**config.mk**
```make
export PLATFORM = sky130hd
export DESIGN_NAME = tri_raster_walk
export DESIGN_NICKNAME = d
export VERILOG_FILES = /design/src/rtl/tri_raster_walk_pkg.sv /design/src/rtl/tri_raster_walk_edge_fn_step.sv /design/src/rtl/tri_raster_walk.sv
export SDC_FILE = /design/constraint.sdc
export NUM_CORES = 2
export LEC_CHECK = 0
export ABC_AREA = 1
export BUFFER_PORTS_ARGS = -buffer_cell sky130_fd_sc_hd__buf_2
export CORE_UTILIZATION = 60
export DETAILED_ROUTE_END_ITERATION = 7
export PLACE_DENSITY = 0.88
export SYNTH_ARGS = -nofsm -noshare
export SYNTH_HDL_FRONTEND = slang
export SYNTH_SLANG_ARGS = --single-unit
```
**constraint.sdc**
```tcl
create_clock -name clk -period 9.6 [get_ports clk]
set_clock_uncertainty 0.2 [all_clocks]
set_input_delay 0.96 -clock clk [delete_from_list [all_inputs] [get_ports clk]]
set_output_delay 0.96 -clock clk [all_outputs]
set_load 0.01 [all_outputs]
```
**src/rtl/tri_raster_walk_pkg.sv**
```systemverilog
// Shared types and sizing for the triangle raster walker.
//   EW          : signed width of edge accumulators
//   H_RES_DEF   : default horizontal resolution
//   V_RES_DEF   : default vertical resolution
//   walk_state_t: walker FSM states
//   edge_acc_t  : edge function accumulator type
package raster_pkg;

   localparam int unsigned EW        = 20;
   localparam int unsigned H_RES_DEF = 320;
   localparam int unsigned V_RES_DEF = 240;
   localparam int unsigned XW        = 9;
   localparam int unsigned YW        = 8;
   localparam int unsigned AW        = 9;
   localparam int unsigned CW        = 17;

   typedef enum logic [1:0] {IDLE, INIT, WALK, DONE} walk_state_t;

   typedef logic signed [EW-1:0] edge_acc_t;

endpackage

```
**src/rtl/tri_raster_walk_edge_fn_step.sv**
```systemverilog
// One incremental edge function E(x,y) = a*x + b*y + c.
// Optional macro TOP_LEFT_RULE_EN selects the top-left fill rule for E == 0.
// Ports:
//   clk, rst      : clock, synchronous active-high reset
//   load          : latch a_in/b_in/c_in
//   init          : E_row = E = a*xi + b*yi + c
//   step_x        : E += a
//   step_y        : E_row += b, E = E_row + b
//   a_in,b_in,c_in: signed coefficients
//   xi, yi        : box origin (unsigned)
//   inside_c      : current E passes the inside test (combinational)
module edge_fn_step
   import raster_pkg::*;
(
   input  logic                 clk,
   input  logic                 rst,
   input  logic                 load,
   input  logic                 init,
   input  logic                 step_x,
   input  logic                 step_y,
   input  logic signed [AW-1:0] a_in,
   input  logic signed [AW-1:0] b_in,
   input  logic signed [CW-1:0] c_in,
   input  logic [XW-1:0]        xi,
   input  logic [YW-1:0]        yi,
   output logic                 inside_c
);

   logic signed [AW-1:0] a_r;
   logic signed [AW-1:0] b_r;
   logic signed [CW-1:0] c_r;
   edge_acc_t            e_row;
   edge_acc_t            e;
   edge_acc_t            a_e;
   edge_acc_t            b_e;
   edge_acc_t            c_e;
   edge_acc_t            x_e;
   edge_acc_t            y_e;
   edge_acc_t            e_init_c;

   // Coefficients sign-extend, coordinates zero-extend.
   always_comb begin
      a_e      = edge_acc_t'(a_r);
      b_e      = edge_acc_t'(b_r);
      c_e      = edge_acc_t'(c_r);
      x_e      = edge_acc_t'(xi);
      y_e      = edge_acc_t'(yi);
      e_init_c = a_e * x_e + b_e * y_e + c_e;
   end

   // Coefficient latch and accumulators; no control asserted means hold.
   always_ff @(posedge clk) begin
      if (rst) begin
         a_r   <= '0;
         b_r   <= '0;
         c_r   <= '0;
         e_row <= '0;
         e     <= '0;
      end else begin
         if (load) begin
            a_r <= a_in;
            b_r <= b_in;
            c_r <= c_in;
         end
         if (init) begin
            e_row <= e_init_c;
            e     <= e_init_c;
         end else if (step_y) begin
            e_row <= e_row + b_e;
            e     <= e_row + b_e;
         end else if (step_x) begin
            e     <= e + a_e;
         end
      end
   end

`ifdef TOP_LEFT_RULE_EN
   logic top_left_c;
   // Top/left edge: a > 0, or horizontal (a == 0) with b < 0.
   always_comb begin
      top_left_c = (!a_r[AW-1] && (a_r != '0)) || ((a_r == '0) && b_r[AW-1]);
      inside_c   = (!e[EW-1] && (e != '0)) || ((e == '0) && top_left_c);
   end
`else
   always_comb begin
      inside_c = !e[EW-1];
   end
`endif

endmodule

```
**src/rtl/tri_raster_walk.sv**
```systemverilog
// Triangle raster walker: latches three edge equations and a bounding box
// on raster_start, walks the box in scanline order and emits covered pixels
// over a valid/ready port. Optional macro: TOP_LEFT_RULE_EN (fill rule).
// Ports:
//   clk, rst            : clock, synchronous active-high reset
//   raster_start        : start pulse, coefficients/box valid this cycle
//   a1..b3 / c1..c3     : signed edge coefficients / constants
//   bbxi,bbxf,bbyi,bbyf : bounding box (clamped to the screen)
//   raster_busy         : walk in progress
//   raster_done         : one-cycle completion pulse
//   pix_valid,pix_ready : pixel handshake
//   pix_x, pix_y        : covered pixel coordinate
module tri_raster_walk
   import raster_pkg::*;
#(
   parameter int unsigned H_RES = H_RES_DEF,
   parameter int unsigned V_RES = V_RES_DEF
) (
   input  logic                 clk,
   input  logic                 rst,
   input  logic                 raster_start,
   input  logic signed [AW-1:0] a1,
   input  logic signed [AW-1:0] b1,
   input  logic signed [AW-1:0] a2,
   input  logic signed [AW-1:0] b2,
   input  logic signed [AW-1:0] a3,
   input  logic signed [AW-1:0] b3,
   input  logic signed [CW-1:0] c1,
   input  logic signed [CW-1:0] c2,
   input  logic signed [CW-1:0] c3,
   input  logic [XW-1:0]        bbxi,
   input  logic [XW-1:0]        bbxf,
   input  logic [YW-1:0]        bbyi,
   input  logic [YW-1:0]        bbyf,
   output logic                 raster_busy,
   output logic                 raster_done,
   output logic                 pix_valid,
   input  logic                 pix_ready,
   output logic [XW-1:0]        pix_x,
   output logic [YW-1:0]        pix_y
);

   walk_state_t   state, state_n;
   logic [XW-1:0] xi_r, xf_r, cx, cx_n, xf_cl_c;
   logic [YW-1:0] yi_r, yf_r, cy, cy_n, yf_cl_c;
   logic          exhausted, exhausted_n;
   logic          busy_n, done_n, pv_n;
   logic [XW-1:0] px_n;
   logic [YW-1:0] py_n;
   logic          load_c, init_c, step_x_c, step_y_c;
   logic          advance_c, last_c, covered_c;
   logic [2:0]    inside_c;

   // Edge accumulators.
   edge_fn_step u_edge1 (.clk(clk), .rst(rst), .load(load_c), .init(init_c),
      .step_x(step_x_c), .step_y(step_y_c), .a_in(a1), .b_in(b1), .c_in(c1),
      .xi(xi_r), .yi(yi_r), .inside_c(inside_c[0]));
   edge_fn_step u_edge2 (.clk(clk), .rst(rst), .load(load_c), .init(init_c),
      .step_x(step_x_c), .step_y(step_y_c), .a_in(a2), .b_in(b2), .c_in(c2),
      .xi(xi_r), .yi(yi_r), .inside_c(inside_c[1]));
   edge_fn_step u_edge3 (.clk(clk), .rst(rst), .load(load_c), .init(init_c),
      .step_x(step_x_c), .step_y(step_y_c), .a_in(a3), .b_in(b3), .c_in(c3),
      .xi(xi_r), .yi(yi_r), .inside_c(inside_c[2]));

   // Walk control: the candidate (cx,cy) moves into the output register on
   // each advance; after the last candidate one more advance drains it.
   always_comb begin
      state_n     = state;
      cx_n        = cx;
      cy_n        = cy;
      exhausted_n = exhausted;
      pv_n        = pix_valid;
      px_n        = pix_x;
      py_n        = pix_y;
      load_c      = 1'b0;
      init_c      = 1'b0;
      step_x_c    = 1'b0;
      step_y_c    = 1'b0;

      xf_cl_c   = (32'(bbxf) > H_RES - 1) ? XW'(H_RES - 1) : bbxf;
      yf_cl_c   = (32'(bbyf) > V_RES - 1) ? YW'(V_RES - 1) : bbyf;
      advance_c = !pix_valid || pix_ready;
      last_c    = (cx == xf_r) && (cy == yf_r);
      covered_c = &inside_c;

      case (state)
         IDLE: begin
            if (raster_start) begin
               load_c      = 1'b1;
               cx_n        = bbxi;
               cy_n        = bbyi;
               exhausted_n = 1'b0;
               state_n     = ((bbxi > xf_cl_c) || (bbyi > yf_cl_c)) ? DONE : INIT;
            end
         end
         INIT: begin
            init_c  = 1'b1;
            state_n = WALK;
         end
         WALK: begin
            if (advance_c) begin
               if (exhausted) begin
                  pv_n    = 1'b0;
                  state_n = DONE;
               end else begin
                  pv_n = covered_c;
                  px_n = cx;
                  py_n = cy;
                  if (last_c) begin
                     exhausted_n = 1'b1;
                  end else if (cx < xf_r) begin
                     step_x_c = 1'b1;
                     cx_n     = cx + XW'(1);
                  end else begin
                     step_y_c = 1'b1;
                     cx_n     = xi_r;
                     cy_n     = cy + YW'(1);
                  end
               end
            end
         end
         DONE: begin
            state_n = IDLE;
         end
         default: begin
            state_n = IDLE;
         end
      endcase

      busy_n = (state_n == INIT) || (state_n == WALK);
      done_n = (state_n == DONE);
   end

   // State and registered outputs.
   always_ff @(posedge clk) begin
      if (rst) begin
         state       <= IDLE;
         xi_r        <= '0;
         xf_r        <= '0;
         yi_r        <= '0;
         yf_r        <= '0;
         cx          <= '0;
         cy          <= '0;
         exhausted   <= 1'b0;
         raster_busy <= 1'b0;
         raster_done <= 1'b0;
         pix_valid   <= 1'b0;
         pix_x       <= '0;
         pix_y       <= '0;
      end else begin
         state       <= state_n;
         cx          <= cx_n;
         cy          <= cy_n;
         exhausted   <= exhausted_n;
         raster_busy <= busy_n;
         raster_done <= done_n;
         pix_valid   <= pv_n;
         pix_x       <= px_n;
         pix_y       <= py_n;
         if (load_c) begin
            xi_r <= bbxi;
            xf_r <= xf_cl_c;
            yi_r <= bbyi;
            yf_r <= yf_cl_c;
         end
      end
   end

endmodule
```
Word-level counts from Yosys, hierarchy flattened

Index checks and enable logic that the tools add are counted.

Register bits: 299
Bits in latches: 0
RAM bits: 0
Bits of input ports: 143
Memories kept: 0
Logic and storage cells: 138
Output and inout port bits: 20
ROM bits: 0

Bitwise gates (word level): 1
Muxes and demuxes: 53
Shift-type cells: 0
Eq/ne operators: 13
Order comparisons: 5
Reductions and logical operators: 18
Div/mod/pow operators: 0
$mul: 6
Add/sub/neg operators: 14

Operator list:

| kind                                                          | count |
|---|---|
| 20-bit two-way mux                                            | 15 |
| 20-bit by 9-bit adder with 20-bit output                      | 6 |
| 20-bit by 17-bit adder with 20-bit output                     | 3 |
| 20-bit adder                                                  | 3 |
| 9-bit by 10-bit multiplier with 19-bit output                 | 3 |
| 9-bit by 9-bit multiplier with 18-bit output                  | 3 |
| 9-bit two-way mux                                             | 6 |
| 8-bit two-way mux                                             | 6 |
| 1-bit two-way mux                                             | 18 |
| 9-bit case mux with 2 select lines                            | 1 |
| 8-bit case mux with 2 select lines                            | 1 |
| 2-bit != test, second input constant                          | 5 |
| 9-bit by 1-bit adder with 9-bit output, second input constant | 1 |
| 9-bit equality test                                           | 1 |
| 9-bit > comparator                                            | 1 |
| 9-bit > comparator, second input constant                     | 1 |
| 9-bit less-than comparator                                    | 1 |
| 3-bit AND reduction                                           | 3 |
| 8-bit by 1-bit adder with 8-bit output, second input constant | 1 |
| 2-bit equality test, second input constant                    | 4 |
| 8-bit equality test                                           | 1 |
| 8-bit > comparator                                            | 1 |
| 8-bit > comparator, second input constant                     | 1 |
| 2-bit two-way mux                                             | 4 |
| 13 further kinds                                              | 20 |

Longest topological paths before layout

Word-level depth: 9
Mapped depth: 34
Mapped depth without buffers: 32

Modules after synthesis

From an unflattened synthesis, not the netlist that was laid out.

Cells, all modules: 5714
Area, all modules: 40428.8 um^2

Modules (own cells, without submodules):

| module                  | sequential area each (um^2) | cells each | area an instance (um^2) | times used |
|---|---|---|---|---|
| edge_fn_step at u_edge2 | 1501.4                      | 1700       | 12101.6                 | 1 |
| edge_fn_step at u_edge1 | 1501.4                      | 1704       | 12046.6                 | 1 |
| edge_fn_step at u_edge3 | 1501.4                      | 1696       | 12017.8                 | 1 |
| tri_raster_walk         | 1481.4                      | 614        | 4262.8                  | 1 |

Worst setup path before layout

Ideal clock, no wire load.

Path kind: register to register
From: register xi_r[7]
To: register u_edge1.e[16]
Data arrival time: 6.389 ns
Data required time: 9.330 ns
Library setup time: 0.070 ns
Buffers on the path: 2
Cell stages (with the launch flop): 31
Slack: 2.941 ns
Clock period less this slack: 6.659 ns
Path through: dfxtp_1 clkbuf_1 clkbuf_1 nand2_1 fa_1 inv_1 fa_1 inv_1 fa_1 inv_1 fa_1 fa_1 ha_1 inv_1 nor4_1 nor2_1 o21ai_0 a21oi_1 xor2_1 fa_1 inv_1 ha_1 a21o_1 o21bai_1 nor2_1 nand2_1 nand2_1 nand3_1 nand2_1 inv_1 a21oi_1

Longest elaborated chain between the ends: 4

RTL lines:

| what                                          | line                               | RTL |
|---|---|---|
| start, declared                               | tri_raster_walk.sv:44              | `logic [XW-1:0] xi_r, xf_r, cx, cx_n, xf_cl_c;` |
| start signal, assigned                        | tri_raster_walk.sv:161             | `xi_r <= bbxi;` |
| 9-bit by 10-bit multiplier with 19-bit output | tri_raster_walk_edge_fn_step.sv:48 | `e_init_c = a_e * x_e + b_e * y_e + c_e;` |
| 20-bit adder                                  | tri_raster_walk_edge_fn_step.sv:48 |  |
| 20-bit by 17-bit adder with 20-bit output     | tri_raster_walk_edge_fn_step.sv:48 |  |
| 20-bit two-way mux                            | tri_raster_walk_edge_fn_step.sv:65 | `if (init) begin` |
| end signal, assigned                          | tri_raster_walk_edge_fn_step.sv:67 | `e <= e_init_c;` |
| end signal, assigned                          | tri_raster_walk_edge_fn_step.sv:70 | `e <= e_row + b_e;` |
| end signal, assigned                          | tri_raster_walk_edge_fn_step.sv:72 | `e <= e + a_e;` |
| end, declared                                 | tri_raster_walk_edge_fn_step.sv:33 | `edge_acc_t e;` |

Every way passes these cells.
A chain may end at the register's enable or synchronous reset.

Worst setup path in the final report

From: register xi_r[4]
To: register u_edge1.e[18]

Same word-level chain as after synthesis.

==> impl_metrics.ini <==
[global_route]
antenna_found_initial = 1
grt_max_degree = 152
grt_usage = 0.344
grt_overflow = 0
grt_pass1_wl_um = 194000
first_global_vias = 38500

[layout]
syn_to_final_growth_pct = 6.68
n_antenna_cell = 0
post-route-util = 0.646
final_area_mm2 = 0.0443
fill_cells = 5962
fin_nets = 7183
final-seq-area_mm2 = 0.00599
fin_cells = 7132
multi_input_area_mm2 = 0.0299
drive_above_1_share = 0.0482

[yosys]
synthFlopType = dfxtp_1
yosys_warnings = 0
netlist_instances = 6152
yosysTopAreaCellShare = 0.191
synth_top_family_by_area = adder cells
ys_ff_latch = 299
async_flop_share = 0
synth_area_leaders = fa_1 19%, dfxtp_1 14%, ha_1 14%
synth_fa_ha_area_frac = 0.333
synth_compound_area_frac = 0.113
syn_nets = 7164
yosysSeqAreaShare = 0.144
yosysTopAreaCell = fa_1
syn-mean-instance-area_um2 = 6.75
synth_edf_count = 0
synth_xor_area_frac = 0.0350
synthMuxAreaShare = 0
synth_area_mm2 = 0.0415
synth_cell_type_count = 45
yosys.area_share.simple = 0.239

[drt]
drt_iter0_markers = 3593
vias = 39600
viasPerCell = 5.56
dr.pass1.iters = 6
route.detailed.drc = 0
routedWlPerCell_um = 16.9
detail-route-antenna-nets = 0
wl_um = 121000

[setup_path]
slowest_stage = dfxtp_1
cp_num_buf_inv = 5
worst_path_largest_cell_delay_ns = 0.61
required_ns = 9.91
cp-end-kind = flop
crit_path_start_kind = flop
crit_type = flop to flop
cp_top_family = adder cells
crit_top_cell = fa_1
cp_max_fo = 20
arrival_ns = 7.80

[floorplan]
start_util = 0.606
rows = 96
coreArea_mm2 = 0.0686
fp.dieW_um = 265
die_h_um = 265
dieArea_mm2 = 0.0703
ioPinCount = 163

[power]
p_int_uw = 6120
clkPwrFrac = 0.117
p_switching_uw = 8060
p_sw_frac = 0.568
vdd.ir_drop.worst_mv = 0.241
power_leakage_uw = 0.0257
combPwrFrac = 0.728
p_seq_frac = 0.154
powerDensity_mw_per_mm2 = 320

[worst_hold_path]
min_path_type = flop to flop

[placement]
postPlaceCellArea_mm2 = 0.0429
placedCellCount = 7060
io_buffers = 162
post-place-ws_ns = 2.26
gp_congestion = 0.967
place_hpwl_um = 95500

[timing]
drv_slew = 0
slew_headroom = 0.266
fmax_mhz = 133
fin_tns_setup_ns = 0
finalHoldViolCount = 0
tightest_slew_ns = 1.10
rsz0062_at_grt = no
final-setup-viol-count = 0
post-route-period-util = 0.781
setup_slack_ns = 2.11
period_needed_ns = 7.49

[clock_tree]
cts_resized = 0
numCtsBuffers = 40
clock_latency_ns = 0.58
post_cts_buffers = 0
htree_levels = 2
clock_sinks = 299
tritoncts = built
clk_pin_slew_worst_paths_ns = 0.06
holdBufCountCts = 0
root_buffer = clkbuf_16
cts_buffer_depth = 3

[flow_run]
drv_cap = 0

[status]
status = completed
## layout by cell type, fill, tap and decap left out, types with 6 or more instances in the layout
| cell type | instances |
|---|---|
| nand2_1 | 1479 |
| inv_1 | 1247 |
| nor2_1 | 518 |
| ha_1 | 472 |
| a21oi_1 | 405 |
| fa_1 | 396 |
| o21ai_0 | 370 |
| nand3_1 | 302 |
| dfxtp_1 | 299 |
| buf_2 | 162 |
| xor2_1 | 84 |
| xnor2_1 | 82 |
| nor3_1 | 50 |
| clkbuf_16 | 41 |
| buf_4 | 38 |
| a31oi_1 | 31 |
| nand4_1 | 27 |
| o21bai_1 | 27 |
| nand3b_1 | 26 |
| o211ai_1 | 15 |
| and2_1 | 15 |
| o21ai_1 | 12 |
| or2_2 | 9 |
| a21o_1 | 9 |
| clkinv_2 | 8 |
| nor4_1 | 7 |
| a21boi_0 | 7 |
| inv_2 | 7 |
| clkbuf_8 | 7 |
| o31ai_1 | 6 |
| bufinv_16 | 6 |
## logic make-up (layout without fill, tap and decap cells)
family,after synthesis,count (layout)
DFF,299,299
AOI/OAI and AO/OA,891,891
buffers and inverters,1482,1531
adders and majority gates,869,869
and+or+nand+nor,2445,2445
xor gates and xnor gates,166,166
## flip-flops by register name (all words and copies together), names as in the netlist, 17 cells and up
signal and count:
u_edge1.e 20, u_edge1.e_row 20, u_edge2.e 20, u_edge2.e_row 20, u_edge3.e 20, u_edge3.e_row 20, u_edge1.c_r 17, u_edge2.c_r 17
u_edge3.c_r 17
## cell type report
cell class	instances	area share
multi-input cells	4371	0.675
flip-flops and latches	299	0.135
inverters	1259	0.107
well taps	931	0.0263
clock buffers	51	0.0256
repair buffers	200	0.0247
clock inverters	21	0.00644
## per-layer routing
metal | up-vias | GRT usage | part of all wire
met5 | - | 0 | 0
met4 | 0 | 0.167 | 0.052
met3 | 367 | 0.0552 | 0.084
met1 | 18500 | 0.441 | 0.41
met2 | 1710 | 0.565 | 0.46
li1 | 19100 | - | -
## worst min-delay path, cell delays in order, from the launching register on
cell     delay (ns)
dfxtp_1        0.31
nand2_1        0.06
a21oi_1        0.05
## stage by stage
stage | power, µW | hold WS (ns)
floorplan | 9510 | 0.235
global placement | 12000 | 0.253
detailed placement | 12200 | 0.256
CTS | 14000 | 0.268
global route | 15500 | 0.298
finish | 14200 | 0.268
## final timing paths
path | to | slack (ns) | cells past startpoint | from
hold reg to reg | xf_r[6] | 0.27 | 2 | xf_r[6]
hold / removal | xf_r[6] | 0.27 | 2 | xf_r[6]
setup reg to reg | u_edge1.e[18] | 2.11 | 28 | xi_r[4]
setup / recovery | u_edge1.e[18] | 2.11 | 28 | xi_r[4]
## cell usage after synthesis (31+ instances only)
| cell | number |
|---|---|
| nand2_1 | 1480 |
| inv_1 | 1248 |
| nor2_1 | 518 |
| ha_1 | 473 |
| a21oi_1 | 405 |
| fa_1 | 396 |
| o21ai_0 | 370 |
| nand3_1 | 302 |
| dfxtp_1 | 299 |
| clkbuf_1 | 172 |
| xor2_1 | 84 |
| xnor2_1 | 82 |
| nor3_1 | 50 |
| a31oi_1 | 31 |
## power groups by stage
stage / combinational (µW) / sequential (µW) / clock [µW]
4_1_cts: 10200 / 2160 / 1670
3_3_place_gp: 9850 / 2170 / 0
2_1_floorplan: 7620 / 1900 / 0
3_5_place_dp: 10100 / 2180 / 0
5_1_grt: 11500 / 2220 / 1710
6_report: 10300 / 2190 / 1660
(Power assumes the default switching activity.)
